`src/rtl/alu_share_arbiter_pkg.sv`:
```
// alu_share_arbiter_pkg
//   Shared definitions for the ALU sharing arbiter: ALU opcode encodings and
//   the arbiter FSM state type.
package alu_share_arbiter_pkg;

  localparam logic [2:0] OP_ADD = 3'b000;
  localparam logic [2:0] OP_SUB = 3'b111;
  localparam logic [2:0] OP_AND = 3'b100;
  localparam logic [2:0] OP_OR  = 3'b010;
  localparam logic [2:0] OP_NOT = 3'b001;

  typedef enum logic [1:0] {
    S_IDLE = 2'd0,
    S_EXEC = 2'd1,
    S_RESP = 2'd2
  } state_t;

endpackage

```
`src/rtl/alu_share_arbiter_if.sv`:
```
// alu_share_arbiter_if
//   Request/response channels between the two ALU requesters and the arbiter.
//   Bit i / slice i of every two-port field belongs to port i, packed {p1,p0}.
//   master : requester side (drives requests, consumes responses)
//   slave  : arbiter side
//   req_valid/req_ready   per-port request handshake
//   req_op/req_a/req_b    per-port opcode and operands
//   req_setflag           per-port: update Z/N from this operation
//   rsp_valid/rsp_ready   per-port response handshake
//   rsp_r/rsp_z/rsp_n     shared result bus and architectural flags
interface alu_share_arbiter_if #(
  parameter int WIDTH = 16
);
  logic [1:0]         req_valid;
  logic [1:0]         req_ready;
  logic [5:0]         req_op;
  logic [2*WIDTH-1:0] req_a;
  logic [2*WIDTH-1:0] req_b;
  logic [1:0]         req_setflag;
  logic [1:0]         rsp_valid;
  logic [1:0]         rsp_ready;
  logic [WIDTH-1:0]   rsp_r;
  logic               rsp_z;
  logic               rsp_n;

  modport master (
    output req_valid, req_op, req_a, req_b, req_setflag, rsp_ready,
    input  req_ready, rsp_valid, rsp_r, rsp_z, rsp_n
  );

  modport slave (
    input  req_valid, req_op, req_a, req_b, req_setflag, rsp_ready,
    output req_ready, rsp_valid, rsp_r, rsp_z, rsp_n
  );
endinterface

```
`src/rtl/alu_share_arbiter_rr_arb2.sv`:
```
// rr_arb2
//   Two-way round-robin grant selection.
//   req   : per-port request
//   last  : port granted most recently
//   grant : selected port (valid when any=1)
//   any   : at least one request present
module rr_arb2 (
  input  logic [1:0] req,
  input  logic       last,
  output logic       grant,
  output logic       any
);
  always_comb begin
    any = |req;
    // On a tie the port not served last wins; otherwise the lone requester.
    if (&req) grant = ~last;
    else      grant = req[1];
  end
endmodule

```
`src/rtl/alu_share_arbiter.sv`:
```
// alu_share_arbiter
//   Shares one external combinational ALU between port 0 (execute stage) and
//   port 1 (address/branch unit). One operation in flight at a time:
//   IDLE (grant + latch operands) -> EXEC (drive ALU, capture result/flags)
//   -> RESP (present result until the granted port takes it).
//   clk, rst    : clock, synchronous active-high reset
//   bus         : request/response channels (slave side)
//   alu_a/alu_b/alu_op/alu_en/alu_setflag : drive the external ALU
//   alu_r/alu_z/alu_n                     : ALU result and compare flags
module alu_share_arbiter
  import alu_share_arbiter_pkg::*;
#(
  parameter int WIDTH = 16
) (
  input  logic               clk,
  input  logic               rst,
  alu_share_arbiter_if.slave bus,
  output logic [WIDTH-1:0]   alu_a,
  output logic [WIDTH-1:0]   alu_b,
  output logic [2:0]         alu_op,
  output logic               alu_en,
  output logic               alu_setflag,
  input  logic [WIDTH-1:0]   alu_r,
  input  logic               alu_z,
  input  logic               alu_n
);

  state_t           state, state_nxt;
  logic [2:0]       op_q;
  logic [WIDTH-1:0] a_q, b_q, res_q;
  logic             setflag_q;
  logic             g_q;
  logic             last_grant;
  logic             z_q, n_q;
  logic             grant, any, accept;

  rr_arb2 u_arb (
    .req   (bus.req_valid),
    .last  (last_grant),
    .grant (grant),
    .any   (any)
  );

  always_comb begin
    state_nxt     = state;
    accept        = 1'b0;
    bus.req_ready = '0;
    bus.rsp_valid = '0;
    alu_en        = 1'b0;
    alu_setflag   = 1'b0;
    case (state)
      S_IDLE: begin
        if (any) begin
          accept               = 1'b1;
          bus.req_ready[grant] = 1'b1;
          state_nxt            = S_EXEC;
        end
      end
      S_EXEC: begin
        alu_en      = 1'b1;
        alu_setflag = setflag_q;
        state_nxt   = S_RESP;
      end
      S_RESP: begin
        bus.rsp_valid[g_q] = 1'b1;
        if (bus.rsp_ready[g_q]) state_nxt = S_IDLE;
      end
      default: state_nxt = S_IDLE;
    endcase
  end

  always_ff @(posedge clk) begin
    if (rst) begin
      state      <= S_IDLE;
      op_q       <= '0;
      a_q        <= '0;
      b_q        <= '0;
      setflag_q  <= 1'b0;
      g_q        <= 1'b0;
      last_grant <= 1'b1;
      res_q      <= '0;
      z_q        <= 1'b0;
      n_q        <= 1'b0;
    end else begin
      state <= state_nxt;
      if (accept) begin
        op_q      <= grant ? bus.req_op[5:3] : bus.req_op[2:0];
        a_q       <= grant ? bus.req_a[2*WIDTH-1:WIDTH] : bus.req_a[WIDTH-1:0];
        b_q       <= grant ? bus.req_b[2*WIDTH-1:WIDTH] : bus.req_b[WIDTH-1:0];
        setflag_q <= bus.req_setflag[grant];
        g_q       <= grant;
      end
      if (state == S_EXEC) begin
        res_q      <= alu_r;
        last_grant <= g_q;
        if (setflag_q) begin
          z_q <= alu_z;
          n_q <= alu_n;
        end
      end
    end
  end

  // ALU inputs come straight from the operand registers so they only move
  // when a new request is latched.
  assign alu_a     = a_q;
  assign alu_b     = b_q;
  assign alu_op    = op_q;
  assign bus.rsp_r = res_q;
  assign bus.rsp_z = z_q;
  assign bus.rsp_n = n_q;

endmodule

```
`src/flat_wrapper.sv`:
```
// flat-port wrapper written by rule: the top's interface ports become plain ports
module alu_share_arbiter_flat import alu_share_arbiter_pkg::*;
#(
  parameter int WIDTH = 16
)
  (clk, rst, alu_a, alu_b, alu_op, alu_en, alu_setflag, alu_r, alu_z, alu_n, bus_req_valid, bus_req_op, bus_req_a, bus_req_b, bus_req_setflag, bus_rsp_ready, bus_req_ready, bus_rsp_valid, bus_rsp_r, bus_rsp_z, bus_rsp_n);
  alu_share_arbiter_if #(.WIDTH(WIDTH)) bus_i ();
  input  logic clk;
  input  logic rst;
  output logic [WIDTH-1:0] alu_a;
  output logic [WIDTH-1:0] alu_b;
  output logic [2:0] alu_op;
  output logic alu_en;
  output logic alu_setflag;
  input  logic [WIDTH-1:0] alu_r;
  input  logic alu_z;
  input  logic alu_n;
  input wire logic [$bits(bus_i.req_valid)-1:0] bus_req_valid;
  input wire logic [$bits(bus_i.req_op)-1:0] bus_req_op;
  input wire logic [$bits(bus_i.req_a)-1:0] bus_req_a;
  input wire logic [$bits(bus_i.req_b)-1:0] bus_req_b;
  input wire logic [$bits(bus_i.req_setflag)-1:0] bus_req_setflag;
  input wire logic [$bits(bus_i.rsp_ready)-1:0] bus_rsp_ready;
  output wire logic [$bits(bus_i.req_ready)-1:0] bus_req_ready;
  output wire logic [$bits(bus_i.rsp_valid)-1:0] bus_rsp_valid;
  output wire logic [$bits(bus_i.rsp_r)-1:0] bus_rsp_r;
  output wire logic [$bits(bus_i.rsp_z)-1:0] bus_rsp_z;
  output wire logic [$bits(bus_i.rsp_n)-1:0] bus_rsp_n;
  assign bus_i.req_valid = bus_req_valid;
  assign bus_i.req_op = bus_req_op;
  assign bus_i.req_a = bus_req_a;
  assign bus_i.req_b = bus_req_b;
  assign bus_i.req_setflag = bus_req_setflag;
  assign bus_i.rsp_ready = bus_rsp_ready;
  assign bus_req_ready = bus_i.req_ready;
  assign bus_rsp_valid = bus_i.rsp_valid;
  assign bus_rsp_r = bus_i.rsp_r;
  assign bus_rsp_z = bus_i.rsp_z;
  assign bus_rsp_n = bus_i.rsp_n;
  alu_share_arbiter #(.WIDTH(WIDTH)) u_core (.clk(clk), .rst(rst), .bus(bus_i), .alu_a(alu_a), .alu_b(alu_b), .alu_op(alu_op), .alu_en(alu_en), .alu_setflag(alu_setflag), .alu_r(alu_r), .alu_z(alu_z), .alu_n(alu_n));
endmodule
```
`config.mk`:
```
export PLATFORM = sky130hd
export DESIGN_NAME = alu_share_arbiter_flat
export DESIGN_NICKNAME = d
export VERILOG_FILES = /design/src/rtl/alu_share_arbiter_pkg.sv /design/src/rtl/alu_share_arbiter_if.sv /design/src/rtl/alu_share_arbiter_rr_arb2.sv /design/src/rtl/alu_share_arbiter.sv /design/src/flat_wrapper.sv
export SDC_FILE = /design/constraint.sdc
export NUM_CORES = 1
export LEC_CHECK = 0
export CAP_MARGIN = 25
export CORE_ASPECT_RATIO = 1.5
export CORE_MARGIN = 5
export CORE_UTILIZATION = 33
export DETAILED_ROUTE_END_ITERATION = 10
export GPL_TIMING_DRIVEN = 0
export HOLD_SLACK_MARGIN = 0.15
export PLACE_DENSITY = 0.87
export SYNTH_ARGS = -nofsm -noshare
export SYNTH_HDL_FRONTEND = slang
export SYNTH_HIERARCHICAL = 1
export SYNTH_SLANG_ARGS = --single-unit
```
`constraint.sdc`:
```
create_clock -name clk -period 1.5 [get_ports clk]
set_input_delay 0.375 -clock clk [delete_from_list [all_inputs] [get_ports clk]]
set_output_delay 0.375 -clock clk [all_outputs]
set_load 0.01 [all_outputs]
```
# Word-level counts from Yosys, hierarchy flattened
# Index checks and enable logic that the tools add are counted.
# word_totals
register_bits	58
inputBits	96
out_inout_bits	59
word_cells	48
# classes
magnitude_cmp	4
n_eq_ne	4
muxes	22
bitwise	1
n_reduce_logical	7
# op_table
operator	count
$mux 16	2
$mux 1	11
$mux 2	5
$pmux 2 s3	1
$reduce_and 2->1	3
$lt 1x2->1 const B	2
$ne 2x1->1 const B	2
$mux 3	1
$demux 1 s1	2
$eq 2x1->1 const B	1
$eq 2x2->1 const B	1
$ge 1x1->1 const B	2
$logic_and 1x1->1	2
$logic_not 2->1	1
$reduce_or 2->1	1
$not 1->1	1

# Depth between registers and ports, before layout
# Gate-level depths: netlist of run 1.
# logic_depth
ltp_word	8
mapped_depth	6
mapped_depth_nobuf	4

# Hierarchy
# Netlist of run 1, hierarchy kept.
# by_module_without_submodules
mod	instances	cells_each	area_each_um2	seq_area_each_um2
alu_share_arbiter	1	222	2459.9	1161.1
rr_arb2	1	2	13.8	0.0

# Least setup slack after synthesis of run 1
# No wires, ideal clock.
# synth_timing
path_type	input to output
from	input port bus_req_valid[1]
to	output port bus_req_ready[1]
arrival_time_ps	1237
required_ps	1125
slack_ps	-112
cell_stages	5
n_path_buf	3
path_cell_list	a21boi_1 buf_2 buf_4 buf_2 and2_1
# synth_between
elab_chain_len	8
word_cells_on_any_way	10
cone_classes	2 x order compare; 5 x mux; 3 x reduce/logical
# synth_lines
element	line	text
from (decl)	flat_wrapper.sv:18	input wire logic [$bits(bus_i.req_valid)-1:0] bus_req_valid;
$reduce_and 2->1	alu_share_arbiter_rr_arb2.sv:16	if (&req) grant = ~last;
$mux 1	alu_share_arbiter_rr_arb2.sv:16	
$lt 1x2->1 (not written as such) / $ge 1x1->1 (equally long branches)	alu_share_arbiter.sv:55	bus.req_ready[grant] = 1'b1;
$logic_and 1x1->1 (not written as such)	alu_share_arbiter.sv:55	
$mux 1 (not written as such)	alu_share_arbiter.sv:55	
$demux 1 s1	n/a	
$mux 2 (*)	alu_share_arbiter.sv:53	if (any) begin
$mux 2 (*)	alu_share_arbiter.sv:51	case (state)
to (decl)	flat_wrapper.sv:24	output wire logic [$bits(bus_i.req_ready)-1:0] bus_req_ready;
# Mark *: on every way between the ends. The rest lies on a longest branch, timed or not.

# Worst setup path in the final report of run 1
# layout_timing
from	register u_core.state[0]
to	output port bus_req_ready[0]
# layout_between
elab_chain_len	2
# layout_lines
element	line	text
from (decl)	alu_share_arbiter.sv:28	state_t state, state_nxt;
from (signal assigned)	alu_share_arbiter.sv:85	state <= state_nxt;
$logic_not 2->1	alu_share_arbiter.sv:51	
$mux 2	alu_share_arbiter.sv:51	
# Every way passes these cells.

==> results.txt, run 1 <==
* Result of the run: finished, violations left
* Violated checks: setup timing
- The worst-case IR drop observed on VDD is 667 µV.
* Launching element type of the critical path: flip-flop
* Register clock-pin slew on the reported worst setup and hold paths: 60 ps
* Worst hold slack after final layout: 449 ps
* Die width: 80.7 µm
* Number of top-level pins: 155
- Nets: 489
- The tool flagged a number of max-cap violations equal to 0.
- Along the worst hold path, the cell count comes to 2.
* Antenna Diode Count: 0
- CTS H-Tree Depth: 3
- Distinct cells, synth: 24
* Number of vias after detailed routing: 2,322
* Static leakage: 1.88 nW
- Across every metal layer, demand over resource in global routing totals 0.169.
- Starting Density: 0.340
- Number of vias per cell: 4.67
- Clock tree synthesis inserted a total of 9 buffers.
- The first global-routing pass estimated 12,000 µm of wire.
- Largest cells by area after synthesis: sky130_fd_sc_hd__dfxtp_1 47%, sky130_fd_sc_hd__mux2i_1 15%, sky130_fd_sc_hd__o2bb2ai_2 12%, sky130_fd_sc_hd__o2bb2ai_1 6.0%, sky130_fd_sc_hd__nand2_1 5.5%
- Clock Sink Count: 58
* RSZ-0062 raised after global routing: yes
- The Yosys step of the flow raised 6 warnings.
* Top library cells by usage in the layout, fill and taps aside: 93 x sky130_fd_sc_hd__clkdlybuf4s50_1, 54 x sky130_fd_sc_hd__dfxtp_1, 53 x sky130_fd_sc_hd__dlygate4sd2_1
- For this run, global-route usage on met2 was measured as 0.314.
* Path category of the worst min-delay check: flip-flop to flip-flop
* Instance area after placement: 0.00415 mm²
- Arrival time of the worst setup path: 1240 ps
* Capturing element type of the critical path: primary output
- Counting every instance in the synthesized netlist gives 224.
* DRC errors left: 0
- From synthesis to final layout, the design area changed by 75.1%.
- Once layout is done, the placed cells without fillers occupy 0.00433 mm².
- Ys flop type: sky130_fd_sc_hd__dfxtp_1
* Iter 0 DRT Violations: 61
* Period utilisation layout: 1.08
- Iteration count of the initial detailed-routing pass: 4
- In this run the deepest clock path goes through 2 buffers.
- The floorplan has 38 rows.
* Relative slew slack: 0.706
* Syn Area/Cell: 11.0 µm²
* Fmax: 620 MHz
* Final Hold Fails: 0
* Final cell count without fillers: 497
* Vias in the first global route: 2,560
- Number of antenna violations at the first check in global routing: 0
- Residual overflow from global routing: 0
- Leaving out fill and tap cells, the most frequent cell in the layout is sky130_fd_sc_hd__clkdlybuf4s50_1.
* Pin count of the biggest net entering global routing: 15
- Die ar.: 0.00936 mm²
- Counting flops and latches in the post-synthesis netlist gives 58.
- Most crowded layer after global routing: met2
- DR WL/cell: 15.7 µm
* Total power: 4.18 mW
- Synth area leader: sky130_fd_sc_hd__dfxtp_1
- Port bufs: 154
- In the global route stage, met1 resource usage came out at 0.167.
- Total standard cell area after synthesis: 0.00247 mm²
- The count of nets left with antenna violations once routing finished came out at 0.
- Subtracting the final worst setup slack from the clock period gives 1610 ps.
- The share of synthesized area in the top cell type comes to 0.469.
- Share of async-settable or async-resettable flops after synthesis: 0
- TritonCTS built the clock tree.
- Number of cells traversed by the worst register-to-register path: 5
* Maximum fanout along the worst path: 6
- When the netlist entered floorplanning its net count stood at 320.
- Number of hold buffers added after CTS: 0
* Post-synthesis sequential area ratio: 0.469
- Count of pins over their slew limit: 0
- Setup violations remaining at the end of the flow were counted as 2.
- On the final layout, the worst clock skew is 7.97 ps.
- Routability-driven placement finished with a final weighted congestion of 0.717.
* Met3 usage: 0.0459
* Number of synthesized flops with an enable pin: 0
* Share of cells above drive strength 1: 0.176
* Post-detail-place hpwl: 6090 µm
* WP data required: 1120 ps
- After floorplanning, the core was sized to cover 0.00727 mm².
- Timing analysis after detailed placement gives a worst setup slack of -1040 ps.
- The number of placed instances, taps included, is 478.
* Total power density per cell area: 965 mW/mm²
* Worst Tran Pin Value: 441 ps
- After layout, the worst setup slack is -113 ps.
- Critical path start-end classification: flip-flop to primary output
- Clock root cell: sky130_fd_sc_hd__clkbuf_8
* Later-pin clock latency in the skew report: 320 ps
- The routed design has 7790 µm of wire.
- Vert. Die Dim: 116 µm
[final cells by class]
| class | instances | area, µm² |
|---|---|---|
| clock inverter | 3 | 40.0 |
| timing repair buffer | 162 | 1510 |
| inverter | 3 | 13.8 |
| buffer | 14 | 128 |
| sequential | 58 | 1170 |
| multi-input combinational | 145 | 1190 |
| clock buffer | 12 | 145 |
| fill | 633 | 2940 |
| tap | 100 | 125 |
[kinds of logic after synthesis]
family,count (synthesis),share of synthesized area
AND/OR/NAND/NOR,51,0.0997
buffers and inverters,21,0.0602
AO/OA/AOI/OAI,56,0.217
multiplexers,38,0.154
flip-flops,58,0.469
[cells in the mapped netlist, types with 2 or more instances]
cell,instances
sky130_fd_sc_hd__a21oi_1,19
sky130_fd_sc_hd__buf_2,5
sky130_fd_sc_hd__buf_4,5
sky130_fd_sc_hd__buf_6,6
sky130_fd_sc_hd__clkbuf_1,2
sky130_fd_sc_hd__dfxtp_1,58
sky130_fd_sc_hd__inv_1,3
sky130_fd_sc_hd__mux2i_1,38
sky130_fd_sc_hd__nand2_1,36
sky130_fd_sc_hd__nand3_1,2
sky130_fd_sc_hd__nand3b_1,3
sky130_fd_sc_hd__o2bb2ai_1,17
sky130_fd_sc_hd__o2bb2ai_2,19
[report_power, final]
part           total (mW)  internal, mW  switching (mW)  leakage, nW
Clock                1.37         0.799           0.568       0.0962
Sequential           1.78          1.69          0.0945        0.478
Combinational        1.03         0.593           0.438         1.31
Total                4.18          3.08            1.10         1.88
[final timing paths]
kind | startpoint | slack, ps | to
max | u_core/state[0] | -110 | bus_req_ready[0]
min | u_core/bus.rsp_z | 450 | u_core/bus.rsp_z
max reg2reg | u_core/last_grant | 110 | u_core/alu_b[13]
min reg2reg | u_core/bus.rsp_z | 450 | u_core/bus.rsp_z
[state kept, by name (all words and copies together) (netlist names)]
| register | cells |
|---|---|
| u_core/alu_a | 16 |
| u_core/alu_b | 16 |
| u_core/bus.rsp_r | 16 |
| u_core/alu_op | 3 |
| u_core/state | 2 |
| u_core/bus.rsp_n | 1 |
| u_core/bus.rsp_z | 1 |
| u_core/g_q | 1 |
| u_core/last_grant | 1 |
| u_core/setflag_q | 1 |
[timing repair]
action	4_1_cts	5_1_grt
resized for setup	97	7
buffers inserted	7	1
pin swaps	1	1
endpoints found under the setup margin	89	14
[through the flow]
step | utilization | TNS, ps
6_report | 0.595 | -221
4_1_cts | 0.595 | -309
3_5_place_dp | 0.571 | -20120
2_1_floorplan | - | 0
3_3_place_gp | 0.571 | -20190
5_1_grt | 0.595 | -374
[layer usage]
| layer | part of all wire | vias up |
|---|---|---|
| met5 | 0 | - |
| met4 | 0.028 | 0 |
| met3 | 0.066 | 17 |
| met1 | 0.36 | 1071 |
| met2 | 0.55 | 92 |
| li1 | - | 1142 |
[worst max-delay path, stage by stage, from the launching register on]
cell	delay, ps
sky130_fd_sc_hd__dfxtp_4	380
sky130_fd_sc_hd__nor3b_4	240
sky130_fd_sc_hd__nor2b_4	190
sky130_fd_sc_hd__buf_6	110
No activity file was read; power rests on OpenSTA's default activity.
==> run 2: changes to the inputs <==
--- a/config.mk
+++ b/config.mk
@@ -13,6 +13,7 @@
 export GPL_TIMING_DRIVEN = 0
 export HOLD_SLACK_MARGIN = 0.15
 export PLACE_DENSITY = 0.87
+export SETUP_SLACK_MARGIN = 0.2
 export SYNTH_ARGS = -nofsm -noshare
 export SYNTH_HDL_FRONTEND = slang
 export SYNTH_HIERARCHICAL = 1
==> results.txt, run 2 (synthesis gave the netlist of run 1 again) <==
- Result of the run: finished, violations left
- The checks that failed: setup timing.
- TritonCTS clock tree: built
- Crit-path cells: a21boi_1 -> buf_2 -> buf_12 -> buf_12 -> and2_4 -> buf_6
- Iter 0 DRT Violations: 66
* Final cell utilization of the core: 0.703
* Wire length of the first global-routing pass: 13,000 µm
* Post-DRT Antenna Nets: 0
* Period utilisation layout: 1.16
- CP most frequent cell: sky130_fd_sc_hd__buf_12
- Total negative slack: -578 ps
- Die ar.: 0.00936 mm²
- Final cell count without fillers: 532
- Die width: 80.7 µm
- Later-pin clock latency in the skew report: 350 ps
- After detailed routing, the number of vias per cell comes to 4.72.
* Vias in the first global route: 2,629
* Arrival time of the worst setup path: 1360 ps
- The final layout contains 524 nets.
- Top library cells by usage in the layout, fill and taps aside: 93 x sky130_fd_sc_hd__clkdlybuf4s50_1, 53 x sky130_fd_sc_hd__buf_2, 30 x sky130_fd_sc_hd__mux2i_1, 30 x sky130_fd_sc_hd__dfxtp_1, 26 x sky130_fd_sc_hd__o2bb2ai_2
- The repair_antennas step left the layout with diodes totalling 0.
- No sink is reached through more buffers than the 2 on the longest clock path.
- Count of pins over their slew limit: 0
- The root buffer cell chosen for the clock tree is sky130_fd_sc_hd__clkbuf_8.
- Area grow syn2layout: 107%
- Commonest non-fill, non-tap cell in the layout: sky130_fd_sc_hd__clkdlybuf4s50_1
* Family of cells with the greatest summed delay on the critical path: buffers and inverters
- RSZ-0062 raised after global routing: yes
- Slowest CP cell: sky130_fd_sc_hd__dfxtp_2
- DRC errors left: 0
- STA classifies the critical path endpoint as a primary output.
- Path category of the worst min-delay check: flip-flop to flip-flop
- Summing all flip-flop and latch instances after layout gives 0.00121 mm².
* Number of vias after detailed routing: 2,511
- The worst-case IR drop observed on VDD is 634 µV.
* Fill cell count: 510
- Clock Sink Count: 58
- Post-placement setup slack: -1020 ps
- The count of endpoints failing hold in the final timing report came to 0.
- Starting Density: 0.340
- Core area: 0.00727 mm²
- Vert. Die Dim: 116 µm
- The worst setup path is launched from a flip-flop.
- Buffers plus inverters on the worst setup path: 4
* Number of max-capacitance violations reported: 0
- Iteration count of the initial detailed-routing pass: 4
- Total power density per cell area: 919 mW/mm²
- After global routing the overflow that remains totals 0.
- Relative slew slack: 0.771
- Register clock-pin slew on the reported worst setup and hold paths: 70 ps
- Maximum fanout along the worst path: 4
- Fmax: 576 MHz
- Pin count of the biggest net entering global routing: 11
* Total number of placement rows: 38
- Area of combinational cells with multiple inputs: 0.00155 mm²
- Port buffering added 154 buffers.
* Worst Tran Pin Value: 343 ps
- Setup skew after layout: 6.38 ps
* Critical path start-end classification: flip-flop to primary output
* Post-detail-place hpwl: 6190 µm
- Wire length after detailed routing: 9230 µm
- For this design the static power due to leakage is 2.15 nW.
- Setup violations, final: 5
- Number of buffers created by CTS: 9
* Total routing resource utilization after global routing: 0.184
- For the worst setup path, the data required time is 1120 ps.
- The design draws 4.70 mW.
- The number of placed instances, taps included, is 478.
- The initial antenna violation count is 0.
- DR WL/cell: 17.4 µm
- Delay of the slowest cell on the worst path: 350 ps
- Worst setup slack after layout: -236 ps
- Routability-driven placement finished with a final weighted congestion of 0.726.
- In this run the count of I/O pins placed on the die edge is 155.
* Final Critical Period: 1740 ps
- In the final layout, the share of cells above drive strength 1 is 0.542.
- The clock tree synthesis step divided the H-tree into 3 levels.
run 2: cell types whose count changed in the layout (fill, tap and decap cells not counted), sizes merged:
cell	change
dlygate4sd2	-53
clkinvlp	+2
clkbuf	+3
buf	+79
clkdlybuf4s15	+4
run 2: worst min-delay path: cells and delay by family (launching register included):
kind	cells	cell delay, ps
AND/OR/NAND/NOR	1	50
AO/OA/AOI/OAI	1	50
flip-flops	1	320
run 2: cell type report:
type,count,share of cell area
multi-input cells,145,0.303
clock inverters,5,0.0108
repair buffers,193,0.350
inverters,3,0.00269
flip-flops and latches,58,0.236
well taps,100,0.0245
clock buffers,10,0.0269
plain buffers,18,0.0460
run 2: power by group:
part	internal [mW]	switching, mW
clock	0.796	0.640
sequential	1.70	0.111
combinational	0.854	0.600
total	3.35	1.35
run 2: stage by stage:
stage                     hold WS (ps)  area (µm²)
final                              451        5110
after global routing               465        5110
after CTS                          457        4720
after detailed placement           447        4180
after global placement             442        4180
after floorplan                    440        2510
run 2: path summary, 6_finish.rpt:
check,startpoint,end,slack (ps),cells past startpoint
setup / recovery,u_core/last_grant,bus_req_ready[1],-240,6
hold / removal,u_core/bus.rsp_r[4],u_core/bus.rsp_r[4],450,2
setup reg to reg,u_core/state[0],u_core/alu_a[11],10,8
hold reg to reg,u_core/bus.rsp_r[4],u_core/bus.rsp_r[4],450,2
run 2: metal layers:
metal / up-vias / global-route usage / share of wire
met5: - / 0 / 0
met4: 0 / 0.0857 / 0.024
met3: 20 / 0.0583 / 0.063
met2: 98 / 0.343 / 0.56
met1: 1181 / 0.183 / 0.35
li1: 1212 / - / -
run 2: what timing repair did:
action | 4_1_cts | 5_1_grt
cloned | 1 | 5
gates resized for setup | 299 | 83
pin swaps | 9 | 36
buffers inserted | 21 | 12
setup endpoints to repair | 116 | 76
hold buffers | 0 | 0
